<file path="config.mk">
export PLATFORM = sky130hd
export DESIGN_NAME = psg_wave_gen
export DESIGN_NICKNAME = d
export VERILOG_FILES = /design/src/rtl/psg_pkg.sv /design/src/rtl/psg_lfsr.sv /design/src/rtl/psg_wave_gen.sv
export SDC_FILE = /design/constraint.sdc
export NUM_CORES = 1
export LEC_CHECK = 0
export ABC_AREA = 1
export CAP_MARGIN = 20
export CORE_MARGIN = 5
export CORE_UTILIZATION = 40
export DETAILED_ROUTE_END_ITERATION = 8
export GPL_TIMING_DRIVEN = 0
export HOLD_SLACK_MARGIN = 0.15
export PLACE_DENSITY_LB_ADDON = 0.3
export SYNTH_ARGS = -nofsm -noshare
export SYNTH_HDL_FRONTEND = slang
export SYNTH_HIERARCHICAL = 1
export SYNTH_SLANG_ARGS = --single-unit
</file>
<file path="constraint.sdc">
create_clock -name clk -period 3.3 [get_ports clk]
set_clock_uncertainty 0.2 [all_clocks]
set_input_delay 0.495 -clock clk [delete_from_list [all_inputs] [get_ports clk]]
set_output_delay 0.495 -clock clk [all_outputs]
set_load 0.01 [all_outputs]
</file>
<file path="src/rtl/psg_pkg.sv">
// Shared constants and helpers for the PSG voice blocks.
// Holds the accumulator/LFSR widths, the default noise seed, the
// LFSR feedback tap indices and two small helpers shared between the
// LFSR sub-module and the waveform generator.
package psg_pkg;

  localparam int ACC_W    = 24;
  localparam int NOISE_W  = 23;
  localparam int WAVE_W   = 12;

  localparam logic [NOISE_W-1:0] SEED_DEFAULT = 23'h7FFFF8;

  // Feedback taps: new bit0 = q[TAP_HI] ^ q[TAP_LO]
  localparam int TAP_HI = 22;
  localparam int TAP_LO = 17;

  // Accumulator bit whose rising edge clocks the noise LFSR
  localparam int NOISE_CLK_BIT = 19;

  // One shift of the noise register
  function automatic logic [NOISE_W-1:0] lfsr_advance(input logic [NOISE_W-1:0] q);
    return {q[NOISE_W-2:0], q[TAP_HI] ^ q[TAP_LO]};
  endfunction

  // Noise waveform: eight scattered LFSR bits on top, four zero LSBs
  function automatic logic [WAVE_W-1:0] noise_pick(input logic [NOISE_W-1:0] q);
    return {q[22], q[20], q[16], q[13], q[11], q[7], q[4], q[2], 4'b0000};
  endfunction

endpackage

</file>
<file path="src/rtl/psg_lfsr.sv">
// 23-bit noise LFSR.
// Ports:
//   clk  - clock, rising edge
//   rst  - synchronous active-high reset, loads SEED
//   ld   - load SEED (used while the voice is held in test)
//   step - shift left once, feeding back bit22 ^ bit17
//   q    - current register value
module psg_lfsr
  import psg_pkg::*;
#(
  parameter logic [NOISE_W-1:0] SEED = SEED_DEFAULT
) (
  input  logic               clk,
  input  logic               rst,
  input  logic               ld,
  input  logic               step,
  output logic [NOISE_W-1:0] q
);

  // Reset and load both return the register to the seed; load wins over step
  // so a voice held in test never drifts away from the seed.
  always_ff @(posedge clk) begin
    if (rst || ld) begin
      q <= SEED;
    end else if (step) begin
      q <= lfsr_advance(q);
    end
  end

endmodule

</file>
<file path="src/rtl/psg_wave_gen.sv">
// PSG voice waveform generator.
// A 24-bit phase accumulator advanced on each sample enable produces
// triangle, sawtooth, pulse, noise and sub-octave square waveforms,
// all registered and scaled to WID bits.
// Ports:
//   clk, rst          - clock and synchronous active-high reset
//   ce                - sample-rate enable; state moves only when high
//   freq[15:0]        - phase increment per sample
//   pw[11:0]          - pulse-width threshold
//   test              - holds accumulator, LFSR and sub-octave cleared
//   sync_en, sync_in  - hard sync enable and modulating voice acc_msb
//   ring_en, ring_in  - ring modulation enable and modulating acc_msb
//   acc_msb           - registered accumulator bit 23 for chaining
//   wav_tri/saw/pul/noi/sub - registered waveforms (mux inputs a..e)
module psg_wave_gen
  import psg_pkg::*;
#(
  parameter int                 WID  = 12,
  parameter logic [NOISE_W-1:0] SEED = SEED_DEFAULT
) (
  input  logic           clk,
  input  logic           rst,
  input  logic           ce,
  input  logic [15:0]    freq,
  input  logic [11:0]    pw,
  input  logic           test,
  input  logic           sync_en,
  input  logic           ring_en,
  input  logic           sync_in,
  input  logic           ring_in,
  output logic           acc_msb,
  output logic [WID-1:0] wav_tri,
  output logic [WID-1:0] wav_saw,
  output logic [WID-1:0] wav_pul,
  output logic [WID-1:0] wav_noi,
  output logic [WID-1:0] wav_sub
);

  logic [ACC_W-1:0]   acc;
  logic [ACC_W-1:0]   acc_next;
  logic               sync_d;
  logic               sync_event;
  logic               sub;
  logic               sub_next;
  logic               lfsr_ld;
  logic               lfsr_step;
  logic [NOISE_W-1:0] lfsr_q;
  logic [NOISE_W-1:0] lfsr_post;
  logic               tri_flip;
  logic [WAVE_W-1:0]  tri12;
  logic [WAVE_W-1:0]  saw12;
  logic [WAVE_W-1:0]  pul12;
  logic [WAVE_W-1:0]  noi12;
  logic [WAVE_W-1:0]  sub12;

  // Narrow by dropping LSBs or widen by padding zero LSBs: place the
  // 12-bit form at the top of a wide word and take the top WID bits.
  function automatic logic [WID-1:0] scale(input logic [WAVE_W-1:0] v);
    logic [27:0] t;
    t = {v, 16'h0000};
    return t[27 -: WID];
  endfunction

  psg_lfsr #(.SEED(SEED)) u_lfsr (
    .clk  (clk),
    .rst  (rst),
    .ld   (lfsr_ld),
    .step (lfsr_step),
    .q    (lfsr_q)
  );

  // Next-state computation. Test overrides sync, sync overrides the add.
  // lfsr_post mirrors what the LFSR will hold after this sample so the
  // noise output register can load the post-update value in the same edge.
  always_comb begin
    sync_event = sync_en & sync_in & ~sync_d;
    acc_next   = acc;
    sub_next   = sub;
    lfsr_ld    = 1'b0;
    lfsr_step  = 1'b0;
    lfsr_post  = lfsr_q;
    if (test) begin
      acc_next  = '0;
      sub_next  = 1'b0;
      lfsr_ld   = ce;
      lfsr_post = SEED;
    end else begin
      if (sync_event) begin
        acc_next = '0;
      end else begin
        acc_next = acc + {8'h00, freq};
      end
      if (!acc[NOISE_CLK_BIT] && acc_next[NOISE_CLK_BIT]) begin
        lfsr_step = ce;
        lfsr_post = lfsr_advance(lfsr_q);
      end
      if (acc[ACC_W-1] && !acc_next[ACC_W-1]) begin
        sub_next = ~sub;
      end
    end
  end

  // Waveform shaping from the post-update state.
  always_comb begin
    tri_flip = acc_next[23] ^ (ring_en & ring_in);
    tri12    = tri_flip ? ~acc_next[22:11] : acc_next[22:11];
    saw12    = acc_next[23:12];
    pul12    = ((saw12 >= pw) || test) ? 12'hFFF : 12'h000;
    noi12    = noise_pick(lfsr_post);
    sub12    = {WAVE_W{sub_next}};
  end

  // Voice state only moves on sample enables.
  always_ff @(posedge clk) begin
    if (rst) begin
      acc    <= '0;
      sub    <= 1'b0;
      sync_d <= 1'b0;
    end else if (ce) begin
      acc    <= acc_next;
      sub    <= sub_next;
      sync_d <= sync_in;
    end
  end

  // Output registers load alongside the state, so they show the new
  // sample in the cycle after the enable and are frozen otherwise.
  always_ff @(posedge clk) begin
    if (rst) begin
      acc_msb <= 1'b0;
      wav_tri <= '0;
      wav_saw <= '0;
      wav_pul <= '0;
      wav_noi <= '0;
      wav_sub <= '0;
    end else if (ce) begin
      acc_msb <= acc_next[ACC_W-1];
      wav_tri <= scale(tri12);
      wav_saw <= scale(saw12);
      wav_pul <= scale(pul12);
      wav_noi <= scale(noi12);
      wav_sub <= scale(sub12);
    end
  end

endmodule
</file>
Word-level counts from Yosys, hierarchy flattened
Index checks and enable logic that the tools add are counted.
Widths: inputs -> output; s select.
{"block": "op_classes", "bitwise_logic": 8, "n_mux": 12, "n_lt_le_gt_ge": 1, "n_reduce_logical": 6, "n_addsub": 1}
{"operator": "$mux 24", "count": 3}
{"operator": "$mux 23", "count": 2}
{"operator": "$add 24x16->24", "count": 1}
{"operator": "$mux 12", "count": 2}
{"operator": "$ge 12x12->1", "count": 1}
{"operator": "$not 12->12", "count": 1}
{"operator": "$mux 1", "count": 5}
{"operator": "$and 1x1->1", "count": 3}
{"operator": "$logic_and 1x1->1", "count": 2}
{"operator": "$logic_not 1->1", "count": 2}
{"operator": "$logic_or 1x1->1", "count": 2}
{"operator": "$not 1->1", "count": 2}
{"operator": "$xor 1x1->1", "count": 2}
{"block": "word_totals", "out_inout_bits": 61, "elab_cells": 38, "inputBits": 36, "regBits": 95}

Depth between registers and ports, before layout
Gate-level depths: netlist (run 1).
{"block": "depth", "ltp_word": 8, "mapped_depth": 31, "ltp_nobuf": 31}

Cells and area by module
The synthesis (run 1) kept the hierarchy.
{"mod": "psg_wave_gen", "area_each_um2": 3847.4, "seq_area_each_um2": 940.9, "cells_per_inst": 603, "n_inst": 1}
{"mod": "psg_lfsr", "area_each_um2": 862.1, "seq_area_each_um2": 460.4, "cells_per_inst": 105, "n_inst": 1}

Worst setup path before layout (run 1)
No wires, ideal clock.
{"block": "synth_timing", "kind": "input-to-reg", "start": "input port freq[0]", "end": "register wav_pul[10]", "setup_time_ns": 0.120, "arrival_ns": 2.914, "required_time_ns": 2.980, "slack_ns": 0.067, "n_path_buf": 0, "stages": 31, "path_cell_list": "ha_1 inv_1 fa_1 inv_1 nand3_1 nand2_1 nand2_1 nand2_1 nor2_1 o21ai_1 or2_2 nand3_1 ha_1 inv_1 nand2_1 nand2_1 nand2_1 nand2_1 nand2_1 nand2_1 nand2_1 nand2_1 nand2_1 nand2_1 nand2_1 nand2_1 nand2_1 nand2_1 nand2_1 nand2_1 a21oi_1"}
{"block": "synth_between", "elab_chain_cells": 7}
{"element": "start, declared", "line": "psg_wave_gen.sv:24", "source": "input logic [15:0] freq,"}
{"element": "$add 24x16->24", "line": "psg_wave_gen.sv:91", "source": "acc_next = acc + {8'h00, freq};"}
{"element": "$mux 24", "line": "psg_wave_gen.sv:88", "source": "if (sync_event) begin"}
{"element": "$mux 24 (2 in series)", "line": "psg_wave_gen.sv:82", "source": "if (test) begin"}
{"element": "$ge 12x12->1", "line": "psg_wave_gen.sv:108", "source": "pul12 = ((saw12 >= pw) || test) ? 12'hFFF : 12'h000;"}
{"element": "$logic_or 1x1->1", "line": "psg_wave_gen.sv:108"}
{"element": "$mux 12", "line": "psg_wave_gen.sv:108"}
{"element": "end signal, assigned", "line": "psg_wave_gen.sv:140", "source": "wav_pul <= scale(pul12);"}
{"element": "end, declared", "line": "psg_wave_gen.sv:34", "source": "output logic [WID-1:0] wav_pul,"}
No other way between the ends. The select of a mux whose other input is x is not followed.
A chain may end at the register's enable or synchronous reset.

Worst setup path in the final report (run 1)
{"block": "layout_timing", "start": "input port freq[9]", "end": "register wav_pul[10]"}
{"block": "layout_between", "elab_chain_cells": 7}
{"element": "$add 24x16->24", "line": "psg_wave_gen.sv:91"}
{"element": "$mux 24", "line": "psg_wave_gen.sv:88"}
{"element": "$mux 24 (2 in series)", "line": "psg_wave_gen.sv:82"}
{"element": "net acc_next[13]", "line": "psg_wave_gen.sv:40", "source": "logic [ACC_W-1:0] acc_next;"}
{"element": "$ge 12x12->1", "line": "psg_wave_gen.sv:108"}
{"element": "$logic_or 1x1->1", "line": "psg_wave_gen.sv:108"}
{"element": "$mux 12", "line": "psg_wave_gen.sv:108"}
The timed path passes the listed nets, and every way through them passes these cells. The select of a mux whose other input is x is not followed.

==> results of run 1 <==
[metrics by stage]
stage	worst slack (ns)	hold slack (ns)	TNS, ns	power [W]	cell area [µm²]
floorplan	0.0665	0.229	0	0.00122	4720
global placement	-0.904	0.240	-0.965	0.00142	5810
detailed placement	-0.951	0.244	-1.03	0.00142	5810
CTS	0.00437	0.258	0	0.00248	6290
global route	-0.186	0.275	-0.186	0.00264	6520
finish	0.0492	0.261	0	0.00252	6520
[registers in the layout, summed over array words and instances (netlist names)]
register,flops
sync_d,1
acc,24
u_lfsr/q,23
wav_pul,1
wav_tri,12
wav_noi,8
wav_sub,1
[timing repair]
item	CTS	global route
resized for setup	23	44
hold buffers	0	0
pin swaps	9	27
setup buffers	8	6
endpoints found under the setup margin	1	1
[cells by family (layout without fill, tap and decap cells)]
kind of cell	Yosys count	in the layout	synth area share, %
compound gates	105	105	12.6
buf+inv	153	273	16.3
fa+ha+maj	28	28	7.60
other cells	1	4	0.0796
xor+xnor	1	1	0.186
simple gates	350	350	33.5
flops	70	70	29.8
[cells in the mapped netlist, types with 3 or more instances]
master      n
nand2_1   181
inv_1      84
dfxtp_1    70
nor2_1     62
nand3_1    57
a21oi_1    48
buf_4      41
o21ai_0    31
ha_1       27
nand2_2    18
clkbuf_1   11
nand4_1     9
o211ai_1    9
inv_2       7
nand3b_1    4
o21ai_1     4
a21o_1      3
buf_2       3
buf_6       3
or2_2       3
[layer usage]
metal | GRT usage (%) | vias up | part of all wire, %
met2 | 31.3 | 100 | 49
li1 | - | 2464 | -
met4 | 5.03 | 0 | 1.4
met5 | 0 | - | 0
met1 | 22.4 | 2147 | 45
met3 | 3.25 | 16 | 4.5
[report_power, final]
| group | internal, W | switching (W) | total, W |
|---|---|---|---|
| clock network | 0.000657 | 0.000382 | 0.00104 |
| logic | 0.000272 | 0.000291 | 0.000563 |
| registers | 0.000881 | 0.0000324 | 0.000914 |
[worst max-delay path, cell delays in order]
cell and delay, ns:
clkdlybuf4s50_1 0.41, ha_1 0.35, nand2_1 0.17, nor2_1 0.09, a21oi_1 0.23, nand2_2 0.12
nand2_1 0.08, nor3b_4 0.20, ha_1 0.26, nand2_1 0.07, nand2_1 0.05, nand2_1 0.05
nand2_1 0.05, nand2_1 0.05, nand2_1 0.04, nand2_1 0.07, nand2_2 0.06, nand2_2 0.08
nand2_1 0.05, nand2_1 0.05, nand2_1 0.04, nand2_1 0.06, nand2_1 0.04, nand2_1 0.06
a21oi_2 0.05
[path summary, 6_finish.rpt]
| check | to | startpoint | cells past startpoint | slack (ns) |
|---|---|---|---|---|
| setup / recovery | wav_pul[10] | freq[9] | 25 | 0.05 |
| hold / removal | u_lfsr/q[5] | u_lfsr/q[5] | 2 | 0.26 |
| setup reg to reg | wav_pul[10] | acc[0] | 31 | 0.13 |
| hold reg to reg | u_lfsr/q[5] | u_lfsr/q[5] | 2 | 0.26 |
[layout make-up]
type | instances | share of cell area [%]
Inverter | 92 | 5.33
Buffer | 61 | 6.44
Tap cell | 143 | 2.74
Sequential cell | 70 | 21.5
Timing Repair Buffer | 105 | 15.7
Clock buffer | 9 | 3.45
Clock inverter | 6 | 1.34
Multi-Input combinational cell | 488 | 43.5
==> summary.md, run 1 <==
| Metric | Value |
|---|---|
| CTS buffer count | 9 |
| Number of synthesized flops with an enable pin | 0 |
| P&R area growth vs syn | 38.5% |
| Number of port buffers | 91 |
| LEAKAGE | 3.17 nW |
| 1st-iter DRT viols | 197 |
| Post-synth top area share | 29.8% |
| DRC Markers | 0 |
| Clock Tree Root | clkbuf_16 |
| WL per Instance | 13.4 µm |
| Power Dens Cells | 386 mW/mm² |
| Starting Density | 41.1% |
| Max Clock Freq | 0.308 GHz |
| Post-Route Utilization | 56.9% |
| Status | finished clean |
| Warning count from the yosys run | 6 |
| Area of the multi-input gates | 0.00284 mm² |
| H-Tree Depth | 3 |
| Final hold vios | 0 |
| Dpl cells | 945 |
| Hold WC Path Type | reg2reg |
| Dominant cell type by area after synthesis | dfxtp_1 |
| Most frequent cells in the layout | nand2_1, clkdlybuf4s50_1, inv_1 |
| Area contributors post-synth | dfxtp_1, nand2_1, ha_1 |
| Final slew viol count | 0 |
| CTS tree | done |
| Yosys cell types | 44 |
| Worst path required time | 3.32 ns |
| Clock-pin slew on the worst setup and hold paths | 0.06 ns |
| GRT overflow | 0 |
| Main synth FF type | dfxtp_1 |
| Slew @ Worst Pin | 0.785 ns |
| First-pass GRT wire length | 20.9 mm |
| # nets final | 891 |
| Avg Vias per Cell | 4.85 |
| Commonest non-fill, non-tap cell in the layout | nand2_1 |
| Sink Count | 70 |
| Max cap viols | 0 |
| Max IR drop VDD | 232 µV |
| Die X | 119 µm |
| Average size of a mapped cell | 6.65 µm² |
| Synth Instances | 708 |
| Critical path peak fanout | 5 |
| Clock latency on the worst-skew pair | 0.33 ns |
| Total inserted antenna cells | 0 |
| Drt pass-1 iters | 5 |
| Max clock buf depth | 2 |
| Non-filler cells, final | 974 |
| Slew margin rel. | 47.5% |
| Post-Syn Area | 0.00471 mm² |
| Crit path capture type | register |
| Post-Route WL | 13.0 mm |
| Vias in the first global route | 4427 |
| Sequential area share after synthesis | 29.8% |
| Sequential cell area | 0.00140 mm² |
| RSZ-0062 raised after global routing | true |
| Critical path class | in2reg |
| Tot GR Track Use | 17.8% |
| Final worst path period need | 3.25 ns |
| Die area | 0.0140 mm² |
| #FFs+latches synth | 70 |
| Final worst path period share | 98.5% |
| Critical Path AT | 3.27 ns |
| Chip height | 119 µm |
| HPWL after DPL | 9.59 mm |
| Rows | 39 |
| Pin count of the biggest net entering global routing | 15 |
| Antenna violations before repair | 0 |
| Setup violators final | 0 |
| ANT nets after route | 0 |
| CP Launch Type | input pin |
| Routability Congestion | 0.894 |
| Vias | 4727 |
| Fill cells | 1103 |
| # IOs | 97 |
| Core Footprint | 0.0115 mm² |
| Fraction of layout cells with a size suffix above 1 | 20.2% |
| Post-synthesis async set-or-reset flop share | 0% |
No activity file was read; power rests on OpenSTA's default activity.
==> inputs of run 2 (changes only) <==
==> constraint.sdc (replaced) <==
create_clock -name clk -period 3.55 [get_ports clk]
set_clock_uncertainty 0.2 [all_clocks]
set_input_delay 0.5325 -clock clk [delete_from_list [all_inputs] [get_ports clk]]
set_output_delay 0.5325 -clock clk [all_outputs]
set_load 0.01 [all_outputs]
==> summary.md, run 2 (synthesized netlist as in run 1, its figures left out) <==
| Metric | Value |
|---|---|
| Status | finished clean |
| First-pass GRT wire length | 20.7 mm (-1.0%) |
| CTS tree | done |
| Clock latency on the worst-skew pair | 0.33 ns (about the same) |
| Sink Count | 70 (unchanged) |
| Final worst path period share | 94.5% |
| Antenna violations before repair | 0 (unchanged) |
| Power Dens Cells | 362 mW/mm² (-6.2%) |
| DRC Markers | 0 (unchanged) |
| R2R setup slack | 0.34 ns (+0.21 ns) |
| Rows | 39 (unchanged) |
| Critical Path AT | 3.37 ns (+0.10 ns) |
| Clock Tree Root | clkbuf_16 |
| Crit path capture type | register |
| P&R area growth vs syn | 35.9% |
| Slew @ Worst Pin | 0.789 ns (+0.00453 ns) |
| Final hold vios | 0 (unchanged) |
| GRT overflow | 0 (unchanged) |
| Switching share of power | 27.8% (-0.26 points) |
| Most frequent cells in the layout | nand2_1, clkdlybuf4s50_1, inv_1 |
| Final slew viol count | 0 (unchanged) |
| Clock-pin slew on the worst setup and hold paths | 0.06 ns (about the same) |
| Max reg flops | 24 (unchanged) |
| 1st-iter DRT viols | 188 (-4.6%) |
| Avg Vias per Cell | 4.78 (-1.4%) |
| Max Clock Freq | 0.298 GHz |
| Post-Route Utilization | 55.8% (-1.1 points) |
| Worst Hold End | u_lfsr/q[5] |
| Die X | 119 µm (unchanged) |
| Fraction of layout cells with a size suffix above 1 | 17.8% (-2.5 points) |
| ANT nets after route | 0 (unchanged) |
| Max cap viols | 0 (unchanged) |
| Largest Register | acc |
| GR Util met1 | 22.3% (-0.059 points) |
| Pre-CTS setup slack | -0.739 ns (+0.212 ns) |
| Post-Route WL | 12.7 mm (-2.8%) |
| Tot GR Track Use | 17.7% (-0.18 points) |
| Starting Density | 41.1% (unchanged) |
| # IOs | 97 (unchanged) |
| CTS buffer count | 9 (unchanged) |
| GR Layer Usage met3 | 3.25% (unchanged) |
| Setup violators final | 0 (unchanged) |
| Setup TNS | 0 ns (unchanged) |
| Reg2Reg Depth | 31 (unchanged) |
| Flop pwr share | 36.6% (+0.3 points) |
| H-Tree Depth | 3 (unchanged) |
| DP Area | 0.00581 mm² (unchanged) |
| Hold WC Path Type | reg2reg |
| CP Launch Type | input pin |
| Final hold slack | 0.260 ns (-0.000821 ns) |
| Routability Congestion | 0.894 (unchanged) |
| HPWL after DPL | 9.59 mm (unchanged) |
| Worst path required time | 3.57 ns (+0.25 ns) |
| GR peak layer | met2 |
| Max IR drop VDD | 217 µV (-6.5%) |
| Vias | 4645 (-1.7%) |
| Reg-to-Reg End | wav_pul[10] |
| R2R Path Start | acc[0] |
| Final instance area | 0.00640 mm² (-1.9%) |
| Drt pass-1 iters | 4 (-1) |
| WL per Instance | 13.0 µm (-2.5%) |
| Critical path peak fanout | 6 (+1) |
| Commonest non-fill, non-tap cell in the layout | nand2_1 |
| Hold_sp | u_lfsr/q[5] |
| Hold Crit Depth | 2 (unchanged) |
| # nets final | 888 (-0.34%) |
| Chip height | 119 µm (unchanged) |
| Die area | 0.0140 mm² (unchanged) |
| Top flop regs | acc (24), u_lfsr/q (23), wav_tri (12) |
| Critical path class | in2reg |
| Pin count of the biggest net entering global routing | 15 (unchanged) |
| Clock power frac | 41.7% (+0.4 points) |
| Final WS setup | 0.195 ns (+0.146 ns) |
| LEAKAGE | 3.10 nW (-2.2%) |
| Switch Pwr | 0.000643 W (-8.8%) |
| Final worst path period need | 3.35 ns |
| Core Footprint | 0.0115 mm² (unchanged) |
| Total inserted antenna cells | 0 (unchanged) |
| Pint | 0.00167 W (-7.7%) |
| Comb pwr share | 21.7% (-0.7 points) |
| Number of port buffers | 91 (unchanged) |
| M2 GR Usage | 30.7% (-0.56 points) |
| Max clock buf depth | 2 (unchanged) |
| Vias in the first global route | 4390 (-0.84%) |
| Slew margin rel. | 47.2% (-0.30 points) |
run 2: changes by cell type in the layout (fill, tap and decap cells not counted), sizes merged:
cell / delta
dlymetal6s2s: -5
buf: -4
clkbuf: +1
clkdlybuf4s50: +6
dlygate4sd2: -1
run 2: stage by stage:
stage          cells  total power [W]
5_1_grt          971          0.00243
3_3_place_gp     945          0.00132
2_1_floorplan    711          0.00114
4_1_cts          965          0.00230
6_report         971          0.00232
3_5_place_dp     945          0.00132
run 2: final cells by class:
cell class / instances / area [µm²]
fill: 1128 / 5070
multi-input combinational: 488 / 2750
sequential: 70 / 1400
timing repair buffer: 102 / 991
buffer: 61 / 420
inverter: 92 / 348
clock buffer: 9 / 225
tap: 143 / 179
clock inverter: 6 / 87.6
run 2: repair_timing:
action	CTS	global route
hold buffers	0	0
endpoints found under the setup margin	1	1
setup buffers	5	6
resized for setup	11	30
pin swaps	7	17
run 2: layer usage:
layer,vias to the layer above,part of all wire [%]
li1,2459,-
met1,2072,45
met2,100,49
met3,14,5.1
met4,0,1.3
met5,-,0
run 2: worst max path at each step:
stage               startpoint  cells after the start          end
finish                 freq[2]                     27  wav_pul[10]
global route           freq[2]                     27  wav_pul[10]
CTS                    freq[6]                     25  wav_pul[10]
detailed placement     freq[0]                     32  wav_pul[10]
global placement       freq[0]                     32  wav_pul[10]
floorplan              freq[0]                     31  wav_pul[10]
run 2: worst max-delay path: stages:
cell	delay (ns)
clkdlybuf4s50_1	0.46
ha_4	0.32
nand3_1	0.08
nand2_2	0.12
inv_2	0.06
o21bai_4	0.15
nand3_1	0.11
nand2_2	0.10
nor2_1	0.07
nor3b_4	0.24
ha_1	0.27
nand2_1	0.07
nand2_1	0.05
nand2_1	0.05
nand2_1	0.04
nand2_1	0.05
nand2_1	0.04
nand2_1	0.05
nand2_1	0.05
nand2_1	0.09
nand2_1	0.05
nand2_1	0.05
nand2_1	0.04
nand2_1	0.06
nand2_1	0.04
nand2_1	0.06
a21oi_2	0.05
run 2: power by group through the flow:
stage	Clock, W	Sequential (W)	Combinational [W]
2_1_floorplan	0	0.000865	0.000273
3_3_place_gp	0	0.000863	0.000454
3_5_place_dp	0	0.000863	0.000457
4_1_cts	0.000977	0.000846	0.000472
5_1_grt	0.00101	0.000853	0.000559
6_report	0.000965	0.000848	0.000502
==> inputs of run 3 (changes only) <==
--- a/config.mk
+++ b/config.mk
@@ -7,6 +7,7 @@
 export LEC_CHECK = 0
 export ABC_AREA = 1
 export CAP_MARGIN = 20
+export CORE_ASPECT_RATIO = 0.8
 export CORE_MARGIN = 5
 export CORE_UTILIZATION = 40
 export DETAILED_ROUTE_END_ITERATION = 8
==> constraint.sdc (replaced) <==
create_clock -name clk -period 4.1 [get_ports clk]
set_clock_uncertainty 0.2 [all_clocks]
set_input_delay 0.615 -clock clk [delete_from_list [all_inputs] [get_ports clk]]
set_output_delay 0.615 -clock clk [all_outputs]
set_load 0.01 [all_outputs]
==> summary.md, run 3 (synthesized netlist as in run 1, its figures left out) <==
| Metric | Value |
|---|---|
| WL per Instance | 13.0 µm (about the same) |
| Final WS setup | 0.256 ns (+0.0606 ns) |
| Final slew viol count | 0 (unchanged) |
| Final worst path period need | 3.84 ns |
| Die area | 0.0141 mm² (about the same) |
| RSZ-0062 raised after global routing | false |
| Hold Crit Depth | 2 (unchanged) |
| Power Dens Cells | 312 mW/mm² (-14%) |
| Pin count of the biggest net entering global routing | 15 (unchanged) |
| GRT overflow | 0 (unchanged) |
| Avg Vias per Cell | 4.72 (-1.4%) |
| Slowest-stage cell, CP | clkdlybuf4s50_1 |
| Largest Register | acc |
| HPWL after DPL | 9.77 mm (+1.9%) |
| Fraction of layout cells with a size suffix above 1 | 14.4% (-3.4 points) |
| Critical Path Source | freq[0] |
| Clock-pin slew on the worst setup and hold paths | 0.06 ns (about the same) |
| Post-Route WL | 12.6 mm (-0.34%) |
| Buf/Inv on CP | 4 (+2) |
| Most used cell, CP | nand2_1 |
| Critical Path AT | 3.91 ns (+0.54 ns) |
| Hold WC Path Type | reg2reg |
| Tot GR Track Use | 17.8% (+0.098 points) |
| DP Area | 0.00582 mm² (+0.11%) |
| Critical path endpoint | wav_pul[10] |
| Slew @ Worst Pin | 0.688 ns (-0.101 ns) |
| Max IR drop VDD | 170 µV (-21%) |
| Critical path class | in2reg |
| WP depth | 32 (+19%) |
| Fill cells | 1152 (+2.1%) |
| R2R setup slack | 0.72 ns (+0.38 ns) |
| Crit-path leading delay family | simple AND/OR/NAND/NOR gates |
| CTS tree | done |
| Commonest non-fill, non-tap cell in the layout | nand2_1 |
| H-Tree Depth | 3 (unchanged) |
| ANT nets after route | 0 (unchanged) |
| Die X | 131 µm (+11%) |
| Top flop regs | acc (24), u_lfsr/q (23), wav_tri (12) |
| Total inserted antenna cells | 0 (unchanged) |
| Routability Congestion | 0.958 (+7.1%) |
| DRC Markers | 0 (unchanged) |
| Vias in the first global route | 4134 (-5.8%) |
| Clock latency on the worst-skew pair | 0.34 ns (about the same) |
| R2R Path Start | acc[0] |
| CP Launch Type | input pin |
| Chip height | 107 µm (-9.7%) |
| Final instance area | 0.00617 mm² (-3.6%) |
| Most frequent cells in the layout | nand2_1, clkdlybuf4s50_1, inv_1 |
| Reg-to-Reg End | wav_pul[10] |
| Sink Count | 70 (unchanged) |
| Vias | 4566 (-1.7%) |
| P&R area growth vs syn | 31.0% |
| Setup violators final | 0 (unchanged) |
| Max clock buf depth | 2 (unchanged) |
| Crit path capture type | register |
| Max incr delay on CP | 0.51 ns (+0.05 ns) |
| Max cap viols | 0 (unchanged) |
| Number of port buffers | 91 (unchanged) |
| Critical path peak fanout | 4 (-2) |
| Hold_buf cts | 0 (unchanged) |
| Clock Tree Root | clkbuf_16 |
| # IOs | 97 (unchanged) |
| Max Clock Freq | 0.260 GHz |
| Pre-CTS setup slack | -0.290 ns (+0.448 ns) |
| Final hold vios | 0 (unchanged) |
| Status | finished clean |
| 1st-iter DRT viols | 302 (+61%) |
| LEAKAGE | 3.03 nW (-2.1%) |
| CTS buffer count | 9 (unchanged) |
| Core Footprint | 0.0115 mm² (+0.44%) |
| Max reg flops | 24 (unchanged) |
| Final worst path period share | 93.8% |
| Antenna violations before repair | 0 (unchanged) |
| Worst path required time | 4.16 ns (+0.59 ns) |
| # nets final | 879 (-1.0%) |
| Slew margin rel. | 53.9% (+6.7 points) |
| Rows | 35 (-10%) |
| First-pass GRT wire length | 20.6 mm (-0.73%) |
| Reg2Reg Depth | 31 (unchanged) |
| Starting Density | 40.9% (-0.18 points) |
| Drt pass-1 iters | 5 (+1) |
==> run 3: cell count changes in the layout (fill, tap and decap cells not counted), moves of 2 or more <==
cell / before / now
nand2_1: 176 / 179
ha_1: 18 / 25
a21oi_2: 6 / 2
nand2_2: 23 / 20
a21oi_4: 2 / 0
nor2_1: 60 / 62
nor2_2: 4 / 2
a21oi_1: 42 / 48
ha_4: 8 / 1
clkdlybuf4s50_1: 89 / 91
clkinv_4: 2 / 4
buf_4: 52 / 43
==> run 3: area by class of cell <==
type | instances | area [µm²] | share of cell area, %
multi-input cells | 488 | 2590 | 42.0
inverters | 92 | 348 | 5.64
plain buffers | 61 | 420 | 6.81
well taps | 148 | 185 | 3.00
clock inverters | 7 | 75.1 | 1.22
clock buffers | 9 | 225 | 3.65
repair buffers | 93 | 926 | 15.0
flip-flops and latches | 70 | 1400 | 22.7
==> run 3: how the worst min path moves through the flow <==
stage                 start  slack, ns      endpoint
2_1_floorplan  u_lfsr/q[14]       0.23  u_lfsr/q[14]
3_3_place_gp    u_lfsr/q[8]       0.24   u_lfsr/q[8]
3_5_place_dp    u_lfsr/q[9]       0.25   u_lfsr/q[9]
4_1_cts         u_lfsr/q[9]       0.26   u_lfsr/q[9]
5_1_grt         u_lfsr/q[9]       0.27   u_lfsr/q[9]
6_report        u_lfsr/q[9]       0.26   u_lfsr/q[9]
==> run 3: worst min-delay path, stage by stage (launching register included) <==
cell and delay [ns]:
dfxtp_1 0.32, nand2_1 0.05, nand3_1 0.06
==> run 3: metal layers <==
layer	track usage [%]	up-vias	part of all wire, %
met2	26.4	112	40
met3	4.36	15	6.9
met1	25.6	1993	52
met5	0	-	0
li1	-	2446	-
met4	4.48	0	1.3
==> run 3: power by group <==
group	internal, W	switching, W	leakage, nW	total (W)
clock	0.000473	0.000316	0.149	0.000788
sequential	0.000709	0.0000247	0.574	0.000734
combinational	0.000189	0.000215	2.31	0.000404
total	0.00137	0.000555	3.03	0.00193
==> run 3: what timing repair did <==
action,CTS,global route
resized for setup,0,9
setup buffers,0,2
setup endpoints to repair,0,1
==> run 3: per-stage QoR <==
stage                     power, W  utilization, %  hold slack [ns]  cells  TNS, ns
after floorplan           0.000985               -            0.229    711        0
after global placement     0.00114            50.5            0.243    950   -0.263
after detailed placement   0.00114            50.5            0.248    950   -0.290
after CTS                  0.00194            53.1            0.262    966        0
after global routing       0.00202            53.6            0.272    968        0
final                      0.00193            53.6            0.260    968        0
